File: config.mk
export PLATFORM = sky130hd
export DESIGN_NAME = agc_controller_p
export DESIGN_NICKNAME = d
export VERILOG_FILES = /design/src/rtl/agc_pkg.sv /design/src/rtl/agc_gain_step.sv /design/src/rtl/agc_controller_p.sv
export SDC_FILE = /design/constraint.sdc
export NUM_CORES = 1
export LEC_CHECK = 0
export BUFFER_PORTS_ARGS = -buffer_cell sky130_fd_sc_hd__buf_2
export CAP_MARGIN = 20
export CORE_MARGIN = 1
export CORE_UTILIZATION = 59
export CTS_CLUSTER_SIZE = 40
export DETAILED_ROUTE_END_ITERATION = 6
export MAX_ROUTING_LAYER = met4
export PLACE_DENSITY_LB_ADDON = 0.25
export SLEW_MARGIN = 20
export SYNTH_ARGS = -nofsm -noshare
export SYNTH_HDL_FRONTEND = slang
export SYNTH_SLANG_ARGS = --single-unit
File: constraint.sdc
create_clock -name clk -period 2.2 [get_ports clk]
set_input_delay 0.11 -clock clk [delete_from_list [all_inputs] [get_ports clk]]
set_output_delay 0.11 -clock clk [all_outputs]
set_load 0.05 [all_outputs]
File: src/rtl/agc_pkg.sv
// agc_pkg: shared definitions for the AGC sequencer.
//   - agc_state_e : state encoding, also driven onto the 'state' debug port
//                   (IDLE=0, DETECT=1, ADJUST=2, SETTLE=3, LOCKED=4, DONE=5)
//   - DIR_UP/DIR_DN : gain step direction constants (1 = increase gain)
package agc_pkg;

  typedef enum logic [2:0] {
    ST_IDLE   = 3'd0,
    ST_DETECT = 3'd1,
    ST_ADJUST = 3'd2,
    ST_SETTLE = 3'd3,
    ST_LOCKED = 3'd4,
    ST_DONE   = 3'd5
  } agc_state_e;

  localparam logic DIR_UP = 1'b1;
  localparam logic DIR_DN = 1'b0;

endpackage

File: src/rtl/agc_gain_step.sv
// agc_gain_step: combinational saturating add/subtract of a step to a gain code.
// Ports:
//   gain      in  GAIN_W : current gain code
//   step      in  GAIN_W : step magnitude
//   up        in  1      : DIR_UP adds, DIR_DN subtracts
//   gain_next out GAIN_W : stepped gain, clamped to [0, 2^GAIN_W-1]
//   clip      out 1      : the result was limited at a rail (landing exactly
//                          on a rail is not a clip)
module agc_gain_step
  import agc_pkg::*;
#(
  parameter int GAIN_W = 6
) (
  input  logic [GAIN_W-1:0] gain,
  input  logic [GAIN_W-1:0] step,
  input  logic              up,
  output logic [GAIN_W-1:0] gain_next,
  output logic              clip
);

  logic [GAIN_W:0] sum;

  // One extra bit catches overflow past the top rail.
  assign sum = {1'b0, gain} + {1'b0, step};

  always_comb begin
    gain_next = gain;
    clip      = 1'b0;
    if (up == DIR_UP) begin
      if (sum[GAIN_W]) begin
        gain_next = {GAIN_W{1'b1}};
        clip      = 1'b1;
      end else begin
        gain_next = sum[GAIN_W-1:0];
      end
    end else begin
      if (step > gain) begin
        gain_next = '0;
        clip      = 1'b1;
      end else begin
        gain_next = gain - step;
      end
    end
  end

endmodule

File: src/rtl/agc_controller_p.sv
// agc_controller_p: automatic-gain-control sequencer.
// Collects 2^DET_W valid amplitude samples, evaluates the last one against the
// window [target-tol, target+tol] (clamped to the measurement range) and steps
// the gain code up or down, then waits SETTLE_CYC cycles before measuring
// again. LOCK_N consecutive in-window evaluations lock the loop; 'done' from
// the preamble detector freezes it terminally until reset.
// Ports:
//   clk, RESETn          : clock, asynchronous active-low reset
//   en                   : run enable, low returns to IDLE
//   done                 : preamble done, enters terminal DONE state
//   meas, meas_valid     : amplitude sample and its qualifier
//   target, tol          : window centre and half-width (static while en=1)
//   gain                 : current gain code (register)
//   adjust               : high during the single ADJUST cycle
//   up_dn                : step direction during ADJUST, 1 otherwise
//   detect_mode, locked  : state decodes for DETECT and LOCKED
//   saturated            : last gain step was clipped at a rail (register)
//   state                : current state encoding (agc_state_e)
// Handshake: meas is consumed on every clock edge where meas_valid=1 and the
// state is DETECT; there is no back-pressure, samples arriving in any other
// state are dropped.
module agc_controller_p
  import agc_pkg::*;
#(
  parameter int DET_W       = 4,
  parameter int MEAS_W      = 8,
  parameter int GAIN_W      = 6,
  parameter int GAIN_INIT   = 2 ** (GAIN_W - 1),
  parameter int STEP_FINE   = 1,
  parameter int STEP_COARSE = 4,
  parameter int COARSE_THR  = 32,
  parameter int SETTLE_CYC  = 8,
  parameter int LOCK_N      = 2
) (
  input  logic              clk,
  input  logic              RESETn,
  input  logic              en,
  input  logic              done,
  input  logic [MEAS_W-1:0] meas,
  input  logic              meas_valid,
  input  logic [MEAS_W-1:0] target,
  input  logic [MEAS_W-1:0] tol,
  output logic [GAIN_W-1:0] gain,
  output logic              adjust,
  output logic              up_dn,
  output logic              detect_mode,
  output logic              locked,
  output logic              saturated,
  output logic [2:0]        state
);

  localparam int SETTLE_W    = (SETTLE_CYC > 1) ? $clog2(SETTLE_CYC) : 1;
  localparam int LOCK_W      = $clog2(LOCK_N + 1);
  localparam int SETTLE_LST  = SETTLE_CYC - 1;

  localparam logic [DET_W-1:0]    DET_ONE     = 1;
  localparam logic [SETTLE_W-1:0] SETTLE_ONE  = 1;
  localparam logic [LOCK_W-1:0]   LOCK_ONE    = 1;
  localparam logic [SETTLE_W-1:0] SETTLE_LAST = SETTLE_LST[SETTLE_W-1:0];
  localparam logic [LOCK_W-1:0]   LOCK_TGT    = LOCK_N[LOCK_W-1:0];
  localparam logic [MEAS_W:0]     THR_X       = COARSE_THR[MEAS_W:0];
  localparam logic [MEAS_W:0]     M_ONE       = 1;
  localparam logic [GAIN_W-1:0]   G_INIT      = GAIN_INIT[GAIN_W-1:0];
  localparam logic [GAIN_W-1:0]   G_FINE      = STEP_FINE[GAIN_W-1:0];
  localparam logic [GAIN_W-1:0]   G_COARSE    = STEP_COARSE[GAIN_W-1:0];

  agc_state_e          state_q, state_d;
  logic [DET_W-1:0]    det_cnt_q, det_cnt_d;
  logic [LOCK_W-1:0]   lock_cnt_q, lock_cnt_d;
  logic [SETTLE_W-1:0] settle_cnt_q, settle_cnt_d;
  logic                dir_q, dir_d;
  logic                coarse_q, coarse_d;
  logic [GAIN_W-1:0]   gain_q, gain_d;
  logic                sat_q, sat_d;

  // Window arithmetic is one bit wider than the measurement so the clamps at
  // 0 and 2^MEAS_W-1 and the signed error never wrap.
  logic [MEAS_W:0] meas_x, target_x, tol_x, sum_x, lo, hi, err, err_mag;
  logic            in_win, below;
  logic [LOCK_W-1:0] lock_inc;

  assign meas_x   = {1'b0, meas};
  assign target_x = {1'b0, target};
  assign tol_x    = {1'b0, tol};
  assign sum_x    = target_x + tol_x;
  assign lo       = (tol_x > target_x) ? '0 : (target_x - tol_x);
  assign hi       = sum_x[MEAS_W] ? {1'b0, {MEAS_W{1'b1}}} : sum_x;
  assign err      = meas_x - target_x;
  assign err_mag  = err[MEAS_W] ? (~err + M_ONE) : err;
  assign below    = meas_x < lo;
  assign in_win   = !below && (meas_x <= hi);
  assign lock_inc = lock_cnt_q + LOCK_ONE;

  logic [GAIN_W-1:0] step_gain;
  logic              step_clip;

  agc_gain_step #(
    .GAIN_W (GAIN_W)
  ) u_gain_step (
    .gain      (gain_q),
    .step      (coarse_q ? G_COARSE : G_FINE),
    .up        (dir_q),
    .gain_next (step_gain),
    .clip      (step_clip)
  );

  always_ff @(posedge clk or negedge RESETn) begin
    if (!RESETn) begin
      state_q      <= ST_IDLE;
      det_cnt_q    <= '0;
      lock_cnt_q   <= '0;
      settle_cnt_q <= '0;
      dir_q        <= DIR_UP;
      coarse_q     <= 1'b0;
      gain_q       <= G_INIT;
      sat_q        <= 1'b0;
    end else begin
      state_q      <= state_d;
      det_cnt_q    <= det_cnt_d;
      lock_cnt_q   <= lock_cnt_d;
      settle_cnt_q <= settle_cnt_d;
      dir_q        <= dir_d;
      coarse_q     <= coarse_d;
      gain_q       <= gain_d;
      sat_q        <= sat_d;
    end
  end

  always_comb begin
    state_d      = state_q;
    det_cnt_d    = det_cnt_q;
    lock_cnt_d   = lock_cnt_q;
    settle_cnt_d = settle_cnt_q;
    dir_d        = dir_q;
    coarse_d     = coarse_q;
    gain_d       = gain_q;
    sat_d        = sat_q;

    if (state_q == ST_DONE) begin
      // Terminal: only reset leaves DONE, en is ignored.
      state_d = ST_DONE;
    end else if (done && (state_q != ST_IDLE)) begin
      // Pre-empts a pending evaluation or ADJUST, so no step happens.
      state_d = ST_DONE;
    end else if (!en) begin
      state_d      = ST_IDLE;
      det_cnt_d    = '0;
      lock_cnt_d   = '0;
      settle_cnt_d = '0;
    end else begin
      case (state_q)
        ST_IDLE: begin
          det_cnt_d    = '0;
          lock_cnt_d   = '0;
          settle_cnt_d = '0;
          state_d      = ST_DETECT;
        end
        ST_DETECT: begin
          if (meas_valid) begin
            if (det_cnt_q == {DET_W{1'b1}}) begin
              det_cnt_d = '0;
              if (in_win) begin
                lock_cnt_d = lock_inc;
                if (lock_inc == LOCK_TGT) state_d = ST_LOCKED;
              end else begin
                lock_cnt_d = '0;
                dir_d      = below ? DIR_UP : DIR_DN;
                coarse_d   = err_mag > THR_X;
                state_d    = ST_ADJUST;
              end
            end else begin
              det_cnt_d = det_cnt_q + DET_ONE;
            end
          end
        end
        ST_ADJUST: begin
          gain_d       = step_gain;
          sat_d        = step_clip;
          settle_cnt_d = '0;
          state_d      = ST_SETTLE;
        end
        ST_SETTLE: begin
          if (settle_cnt_q == SETTLE_LAST) begin
            settle_cnt_d = '0;
            det_cnt_d    = '0;
            state_d      = ST_DETECT;
          end else begin
            settle_cnt_d = settle_cnt_q + SETTLE_ONE;
          end
        end
        ST_LOCKED: state_d = ST_LOCKED;
        default:   state_d = ST_IDLE;
      endcase
    end
  end

  assign gain        = gain_q;
  assign saturated   = sat_q;
  assign state       = state_q;
  assign adjust      = (state_q == ST_ADJUST);
  assign up_dn       = (state_q == ST_ADJUST) ? dir_q : DIR_UP;
  assign detect_mode = (state_q == ST_DETECT);
  assign locked      = (state_q == ST_LOCKED);

endmodule
==> impl_metrics.env <==
export IMPL_antenna_found_initial=1
export IMPL_relSlewSlack_pct=62.4
export IMPL_firstDrtPassIters=7
export IMPL_gp_congestion=0.922
export IMPL_violations="design-rule violations, negative setup slack"
export IMPL_grt_pass1_wl_mm=17.8
export IMPL_core_area_um2=4880
export IMPL_die_x_um=74.3
export IMPL_critical_path_class="in -> reg"
export IMPL_hpwl_mm=7.05
export IMPL_regToRegEndpoint="lock_cnt_q[0]$_DFFE_PN0P_"
export IMPL_setup_violations=12
export IMPL_crit_path_start="tol[0]"
export IMPL_leakagePower_uw=0.00217
export IMPL_clock_skew_ns=0.00319
export IMPL_vdd_drop_max_v=0.000746
export IMPL_cp_max_fo=4
export IMPL_async_flop_share_pct=100
export IMPL_cp_arrival_ns=3.62
export IMPL_layout_common_cells="98 x buf_4, 41 x ha_1, 39 x buf_2"
export IMPL_syn_inst=401
export IMPL_drtAntennaViolNets=0
export IMPL_cp_depth=19
export IMPL_ys_warnings_count=0
export IMPL_timing_max_cap_violations=0
export IMPL_wire_per_inst_um=24.4
export IMPL_timing_critical_path_buf_inv=2
export IMPL_rsz0062_at_grt="yes"
export IMPL_die_area_um2=5510
export IMPL_synth_ff_type="dfrtp_1"
export IMPL_final_common_cell="buf_4"
export IMPL_timing_critical_path_mode_cell="nand2_1"
export IMPL_synth_top_area_cell="ha_1"
export IMPL_first_iter_violations=727
export IMPL_via_count=4294
export IMPL_worst_slew_pin_slew_ns=0.563
export IMPL_grt_overflow=0
export IMPL_reg2reg_slack_ns=-0.25
export IMPL_r2r_start="det_cnt_q[0]$_DFFE_PN0P_"
export IMPL_wl_met1_mm=4.92
export IMPL_start_util_pct=63.1
export IMPL_layoutNonFillerInstCount=601
export IMPL_cts_tree="built"
export IMPL_synth_cell_type_count=70
export IMPL_crit_family="compound AO/OA/AOI/OAI gates"
export IMPL_grt_pass1_vias=3737
export IMPL_die_h_um=74.3
export IMPL_slowest_delay_ns=0.37
export IMPL_clk_latency_ns=0.28
export IMPL_cp_start_kind="primary input"
export IMPL_fillers=157
export IMPL_cp_cell_sequence="buf_6 -> buf_4 -> ha_2 -> fa_2 -> and2b_1 -> o21ai_2 -> a21oi_2 -> o21ai_2 -> nand2_1 -> xor2_1 -> nand2_1 -> ha_4 -> a21oi_4 -> nand2_1 -> o22ai_2 -> a31o_4 -> a211o_4 -> or2_4 -> o31ai_2"
export IMPL_area_growth_pct=46.5
export IMPL_total_power_uw=2530
export IMPL_clk_path_buf_depth=2
export IMPL_fin_nets=616
export IMPL_fin_crit_ns=3.43
export IMPL_slew_viol_final=0
export IMPL_root_buffer="clkbuf_8"
export IMPL_drt_total_wl_mm=14.6
export IMPL_cts_sinks=21
export IMPL_met2_wirelength_mm=6.34
export IMPL_cp_end_kind="register"
export IMPL_hold_path_class="in -> reg"
export IMPL_ys_ff_latch=21
export IMPL_cts_buffers=3
export IMPL_synth_area_top_cells="ha_1 20%, dfrtp_1 15%, a21oi_1 5.5%"
export IMPL_status="finished with violations"
export IMPL_rows=25
export IMPL_io_pins=43
export IMPL_post_route_util_pct=92.5
export IMPL_ys_seq_area_share_pct=17.1
export IMPL_critPathCapture="lock_cnt_q[1]$_DFFE_PN0P_"
export IMPL_grt_max_degree=22
export IMPL_max_freq_mhz=291
export IMPL_drive_above_1_share_pct=39.8
export IMPL_cts_clk_slew_worst_paths_ns=0.09
export IMPL_setup_ws_ns=-1.23
export IMPL_period_share_pct=156
export IMPL_reg2reg_depth=7
export IMPL_worstPathRequired_ns=2.39
export IMPL_grt_util_all_layers_pct=43.6
export IMPL_routed_wl_met3_mm=2.06
export IMPL_remaining_drc_errors=4
export IMPL_viasPerCell=7.14
export IMPL_syn_num_nets=483
export IMPL_p_per_area_nw_per_um2=562
export IMPL_pre_cts_ws_ns=-1.63
export IMPL_hold_viol_final=0
export IMPL_top_layer="met4"
export IMPL_slowest_stage="fa_2"
export IMPL_dp_cells=575
export IMPL_htree_levels=1
export IMPL_yosysTopAreaCellShare_pct=20.3
export IMPL_port_buffers=42
export IMPL_syn_avg_cell_area_um2=7.68
export IMPL_synth_edff_count=0
export IMPL_synth_area_um2=3080
sequential cells by signal (all words and copies together) (netlist names):
register	cells
gain	6
saturated	1
coarse_q	1
lock_cnt_q	2
settle_cnt_q	3
det_cnt_q	4
state	3
dir_q	1
worst reg2reg max path, stage by stage, from the launching register on:
cell	delay, ns
dfrtp_1	0.46
ha_1	0.30
and3_1	0.30
a21boi_0	0.20
o31ai_1	0.35
nand2_1	0.19
or4_1	0.51
nand2_1	0.09
layer usage:
metal  global-route usage, %  vias to the layer above
met2                    71.1                      504
met4                    25.4                        0
met5                       -                        -
met3                    9.76                      176
li1                        -                     1711
met1                    48.9                     1903
stage by stage:
| stage | hold slack [ns] | instance area (um2) | setup TNS [ns] |
|---|---|---|---|
| floorplan | -0.186 | 3140 | -6.38 |
| global placement | 0.0856 | 3960 | -8.32 |
| detailed placement | 0.0985 | 3960 | -10.32 |
| CTS | 0.215 | 4270 | -6.41 |
| global route | 0.232 | 4510 | -9.30 |
| finish | 0.210 | 4510 | -8.40 |
final cells by class:
cell class	instances	area (um2)	area share (%)
diodes	1	2.50	0.0555
clock buffers	3	41.3	0.915
clock inverters	1	5.00	0.111
inverters	41	154	3.41
multi-input cells	325	2710	60.1
flip-flops and latches	21	528	11.7
well taps	67	83.8	1.86
repair buffers	142	986	21.9
synth_stat cells, types with 8 or more instances:
cell type / count
nor2_1: 27
a21oi_1: 34
o21bai_1: 8
dfrtp_1: 19
nor2b_1: 9
nor3_1: 8
nand2_1: 34
ha_1: 50
a21o_1: 10
clkbuf_1: 10
o21ai_0: 20
nand2b_1: 9
inv_1: 41
nand3_1: 9
cells by family after synthesis:
family / Yosys count / share of synthesized area [%]
DFF: 21 / 17.1
adders and majority gates: 53 / 22.3
xor gates and xnor gates: 10 / 2.84
AOI/OAI and AO/OA: 129 / 28.3
muxes: 2 / 0.690
and+or+nand+nor: 131 / 21.6
buffers and inverters: 55 / 7.11
worst min-delay path by stage:
stage                       from                   end  depth (start not counted)
after floorplan           RESETn  coarse_q$_DFFE_PN0P_                          0
after global placement    RESETn   gain[3]$_DFFE_PN0P_                          1
after detailed placement  RESETn   gain[3]$_DFFE_PN0P_                          1
after CTS                   done  state[0]$_DFFE_PN0P_                          3
after global routing        done  state[0]$_DFFE_PN0P_                          3
final                       done  state[0]$_DFFE_PN0P_                          3
where the power goes:
part / internal, uW / switching (uW) / leakage [uW]
Clock: 127 / 160 / 0.0000255
Sequential: 425 / 98.7 / 0.000268
Combinational: 712 / 1010 / 0.00188
what timing repair did:
item	in CTS	in global routing
setup endpoints to repair	7	12
resized for setup	32	38
pin swaps	26	17
setup buffers	16	5
endpoints found under the hold margin	19	0
hold buffers	1	0
Power figures use the tool's default switching activity.
